`src/rtl/bcd_lap_timer.sv`:
```
// rtl/bcd_lap_timer.sv - BCD HH:MM:SS.hh stopwatch with lap capture and live/hold/recall view
module bcd_lap_timer #(
    parameter int LAP_DEPTH  = 4,
    parameter int HOLD_TICKS = 200
) (
    input  logic        clk,
    input  logic        reset,
    input  logic        tick,
    input  logic        clear,
    input  logic        lap,
    input  logic        recall,
    output logic [31:0] data,
    output logic [1:0]  view_mode,
    output logic [2:0]  lap_count,
    output logic [2:0]  lap_index,
    output logic        overflow
);

    localparam int HW = $clog2(HOLD_TICKS + 1);

    typedef enum logic [1:0] {LIVE = 2'b00, HOLD = 2'b01, RECALL = 2'b10} viewState_t;

    viewState_t     state, nState;
    logic [31:0]    liveTime, nLive, liveInc, nData, holdVal, recallVal;
    logic [31:0]    slots [LAP_DEPTH];
    logic [HW-1:0]  holdCnt, nHold;
    logic [2:0]     holdIdx, nHoldIdx, nCount, nIdx;
    logic           nOvf, wrap, doWrite;

    // Ripple carry through the digits; s10 and m10 roll over at 5, the rest at 9.
    function automatic logic [32:0] bcdInc(input logic [31:0] t);
        logic [31:0] r;
        logic        carry;
        logic [3:0]  lim;
        logic [3:0]  d;
        r     = t;
        carry = 1'b1;
        for (int i = 0; i < 8; i++) begin
            lim = (i == 3 || i == 5) ? 4'd5 : 4'd9;
            d   = t[i*4 +: 4];
            if (carry) begin
                if (d == lim) begin
                    r[i*4 +: 4] = 4'd0;
                end else begin
                    r[i*4 +: 4] = d + 4'd1;
                    carry       = 1'b0;
                end
            end
        end
        return {carry, r};
    endfunction

    always_comb begin
        {wrap, liveInc} = bcdInc(liveTime);
        nLive    = liveTime;
        nOvf     = overflow;
        nState   = state;
        nCount   = lap_count;
        nIdx     = lap_index;
        nHold    = holdCnt;
        nHoldIdx = holdIdx;
        doWrite  = 1'b0;
        if (clear) begin
            nLive    = '0;
            nOvf     = 1'b0;
            nState   = LIVE;
            nCount   = '0;
            nIdx     = '0;
            nHold    = '0;
            nHoldIdx = '0;
        end else begin
            if (tick) begin
                nLive = liveInc;
                if (wrap) nOvf = 1'b1;
            end
            if (lap) begin
                if (lap_count < 3'(LAP_DEPTH)) begin
                    doWrite  = 1'b1;
                    nCount   = lap_count + 3'd1;
                    nHoldIdx = lap_count;
                end else begin
                    nHoldIdx = 3'(LAP_DEPTH - 1);
                end
                nState = HOLD;
                nHold  = HW'(HOLD_TICKS);
                nIdx   = '0;
            end else if (recall) begin
                case (state)
                    LIVE: if (lap_count != 3'd0) begin
                        nState = RECALL;
                        nIdx   = '0;
                    end
                    HOLD: begin
                        nState = RECALL;
                        nIdx   = '0;
                        nHold  = '0;
                    end
                    RECALL: if (lap_index < lap_count - 3'd1) begin
                        nIdx = lap_index + 3'd1;
                    end else begin
                        nState = LIVE;
                        nIdx   = '0;
                    end
                    default: nState = LIVE;
                endcase
            end else if (state == HOLD && tick) begin
                if (holdCnt <= HW'(1)) begin
                    nState = LIVE;
                    nHold  = '0;
                end else begin
                    nHold = holdCnt - HW'(1);
                end
            end
        end

        holdVal   = '0;
        recallVal = '0;
        for (int i = 0; i < LAP_DEPTH; i++) begin
            if (nHoldIdx == 3'(i)) holdVal = slots[i];
            if (nIdx == 3'(i))     recallVal = slots[i];
        end

        // A slot being written this cycle is not visible in slots[] yet, so show the capture source.
        case (nState)
            HOLD:    nData = doWrite ? liveTime : holdVal;
            RECALL:  nData = recallVal;
            default: nData = nLive;
        endcase
    end

    always_ff @(posedge clk or posedge reset) begin
        if (reset) begin
            state     <= LIVE;
            liveTime  <= '0;
            data      <= '0;
            lap_count <= '0;
            lap_index <= '0;
            overflow  <= 1'b0;
            holdCnt   <= '0;
            holdIdx   <= '0;
            for (int i = 0; i < LAP_DEPTH; i++) slots[i] <= '0;
        end else begin
            state     <= nState;
            liveTime  <= nLive;
            data      <= nData;
            lap_count <= nCount;
            lap_index <= nIdx;
            overflow  <= nOvf;
            holdCnt   <= nHold;
            holdIdx   <= nHoldIdx;
            for (int i = 0; i < LAP_DEPTH; i++) begin
                if (doWrite && lap_count == 3'(i)) slots[i] <= liveTime;
            end
        end
    end

    assign view_mode = state;

endmodule

```
`config.mk`:
```
export PLATFORM = sky130hd
export DESIGN_NAME = bcd_lap_timer
export DESIGN_NICKNAME = d
export VERILOG_FILES = /design/src/rtl/bcd_lap_timer.sv
export SDC_FILE = /design/constraint.sdc
export NUM_CORES = 1
export LEC_CHECK = 0
export BUFFER_PORTS_ARGS = -buffer_cell sky130_fd_sc_hd__buf_2
export CAP_MARGIN = 10
export CORE_MARGIN = 2
export CORE_UTILIZATION = 35
export CTS_CLUSTER_DIAMETER = 200
export DETAILED_ROUTE_END_ITERATION = 7
export PLACE_DENSITY_LB_ADDON = 0.05
export SLEW_MARGIN = 30
export SYNTH_ARGS = -nofsm -noshare
export SYNTH_HDL_FRONTEND = slang
export SYNTH_SLANG_ARGS = --single-unit
```
`constraint.sdc`:
```
create_clock -name clk -period 11 [get_ports clk]
set_input_delay 0.55 -clock clk [delete_from_list [all_inputs] [get_ports clk]]
set_output_delay 0.55 -clock clk [all_outputs]
set_load 0.05 [all_outputs]
```
==> flow_metrics.py <==
metrics = {
    "sta": {
        "hold-worst-slack_ns": 0.195,
        "tightestPinTransition_ns": 1.01,
        "max_slew_margin": 0.328,
        "fmax_mhz": 245,
        "hold_viol_final": 0,
        "setup_viol": 0,
        "tns_ns": 0,
        "final_max_slew_viol_count": 0,
        "fin_skew_ns": 0.0131,
        "fin_crit_ns": 4.08,
        "rsz0062_at_grt": "false",
        "finalCritPeriodShare": 0.371,
    },
    "detailed_routing": {
        "remaining_drc_errors": 0,
        "via_per_inst": 5.55,
        "wire_per_inst_um": 22.6,
        "dr.pass1.iters": 5,
        "wirelength_mm": 33.4,
        "vias": 8201,
        "ant_nets": 0,
        "drtIter0Drc": 562,
    },
    "global_routing": {
        "grt_max_degree": 117,
        "grt_pass1_wl_mm": 52.3,
        "grt_util_all_layers": 0.201,
        "grt_overflow": 0,
        "antenna_found_initial": 0,
        "grt_pass1_vias": 8439,
    },
    "cts": {
        "clock-sinks": 212,
        "cts_root_buf": "clkbuf_16",
        "cts.repair.resized": 0,
        "cts_buffer_depth": 3,
        "cts_inserted_buffers": 26,
        "cts.clk_slew.worst_paths_ns": 0.06,
        "cts_hold_buf": 0,
        "cts_tree": "yes",
        "worstSkewPairLatency_ns": 0.53,
        "h-tree-depth": 1,
        "cts_setup_buffers": 0,
    },
    "floorplan": {
        "row_count": 66,
        "initial_utilization": 0.353,
        "io_pins": 47,
        "core_sq_um": 32300,
        "dieWidth_um": 184,
        "die_area_sq_um": 34000,
        "die_h_um": 184,
    },
    "hold_path": {
        "min_path_type": "in2async",
    },
    "synthesis": {
        "ys_ff_latch": 212,
        "synth_warnings": 0,
        "ys.flop_type": "dfrtp_1",
        "syn-num-nets": 1052,
        "synth_top_cell_area_share": 0.466,
        "synthTopCellsByArea": "dfrtp_1 47%, mux2_2 14%, mux2i_1 7.5%",
        "yosysMostFrequentCell": "dfrtp_1",
        "async_reset_ff_frac": 1.00,
        "syn_area_sq_um": 11400,
        "synth_edf_count": 0,
        "yosysTopAreaCell": "dfrtp_1",
        "synth_cells": 1017,
        "ys_types": 71,
        "synth_area_per_cell_sq_um": 11.2,
        "synth_common_cells": "212 x dfrtp_1, 146 x mux2_2, 85 x mux2i_1, 75 x nor2_1",
        "synth-seq-area-share": 0.466,
    },
    "placement": {
        "gp_congestion": 0.756,
        "dp.cells": 1432,
        "io_buffers": 46,
        "dp_hpwl_mm": 19.2,
    },
    "worst_setup_path": {
        "startpoint_type": "flop",
        "crit_type": "reg2reg",
        "critPathRequiredTime_ns": 11.39,
        "critPathCaptureType": "flop",
        "reg2reg_setup_slack_ns": 6.92,
        "worstPathMaxFanout": 18,
        "cp.arrival_ns": 4.47,
    },
    "pwr": {
        "p_leak_nw": 5.78,
        "vdd_drop_max_mv": 0.108,
        "power_mw": 1.81,
        "p_per_area_nw_per_um2": 142,
    },
    "layout": {
        "antennaDiodeCount": 0,
        "nets": 1054,
        "drive_gt1_frac": 0.272,
        "fin_util": 0.397,
        "fin_cells": 1477,
        "area_growth_pct": 12.4,
    },
    "outcome": {
        "status": "finished, final reports clean",
    },
    "flow_run": {
        "drv_cap": 0,
    },
}
==> cell families (layout without fill, tap and decap cells) <==
group / after synthesis / after routing / synth area share
AOI/OAI and AO/OA: 225 / 225 / 0.146
xor gates and xnor gates: 4 / 4 / 0.00308
adders and majority gates: 29 / 29 / 0.0318
buffers and inverters: 115 / 133 / 0.0415
DFF: 212 / 212 / 0.466
muxes: 231 / 231 / 0.219
and+or+nand+nor: 201 / 201 / 0.0934
==> metal layers <==
layer	GRT usage	wire, um
met2	0.311	14700
met3	0.0263	1340
met1	0.301	17000
met5	0	0
met4	0.0387	433
==> critical path: stages (launching register included) <==
cell      delay, ns
dfrtp_1        0.45
inv_1          0.16
ha_1           0.24
xnor2_1        0.13
ha_1           0.18
or3b_4         0.39
nor3b_2        0.26
a32o_1         0.88
or3b_1         0.82
o21ai_0        0.30
o211ai_1       0.11
==> layout by cell type, fill, tap and decap left out, types with 5 or more instances in the layout <==
cell       synthesis  routed
a21oi_1           32      32
or3_1              5       5
inv_1             24      23
o211ai_1          53      53
nor3_1            22      22
nand2b_1           6       6
a211o_1           15      15
buf_4              2      17
mux2i_1           85      85
nand3_1            7       7
o22ai_1           11      11
o21ai_0           24      24
or2_2              9      10
ha_1              29      29
o32ai_1           14      14
clkbuf_1          53       7
nand2_1           25      25
nand3b_1           5       5
clkbuf_16          0      27
o221ai_1          41      41
clkbuf_8           0       8
and3b_1            5       5
buf_2             17      47
dfrtp_1          212     212
nor2_1            75      75
mux2_2           146     146
nor2b_1            6       5
==> report_power, final <==
part | switching (mW) | internal [mW]
sequential | 0.0144 | 0.795
combinational | 0.119 | 0.0527
clock | 0.334 | 0.498
total | 0.468 | 1.35
==> path summary, 6_finish.rpt <==
kind | start | endpoint | cells after the start
setup / recovery | lap_count[0] | data[17] | 10
hold / removal | reset | slots[1] | 2
setup reg to reg | lap_count[0] | data[17] | 10
hold reg to reg | slots[52] | slots[52] | 1
max in group asynchronous | reset | data[27] | 3
min in group clk | lap | lap_count[2] | 3
==> through the flow <==
stage | worst slack (ns) | area (sq um)
2_1_floorplan | 4.66 | 11400
3_3_place_gp | 7.02 | 12000
3_5_place_dp | 6.83 | 12000
4_1_cts | 6.83 | 12800
5_1_grt | 6.58 | 12800
6_report | 6.92 | 12800
==> flip-flops by register name (all words and copies together), names as in the netlist <==
register,count
slots,128
data,32
liveTime,32
holdCnt,8
holdIdx,3
lap_count,3
lap_index,3
view_mode,2
overflow,1
==> cell type report <==
class,count,area [sq um]
Inverter,25,101
Multi-Input combinational cell,690,5670
Clock inverter,2,10.0
Clock buffer,42,812
Tap cell,442,553
Sequential cell,212,5310
Fill cell,3140,19500
Timing Repair Buffer,64,363
(Power assumes the default switching activity.)
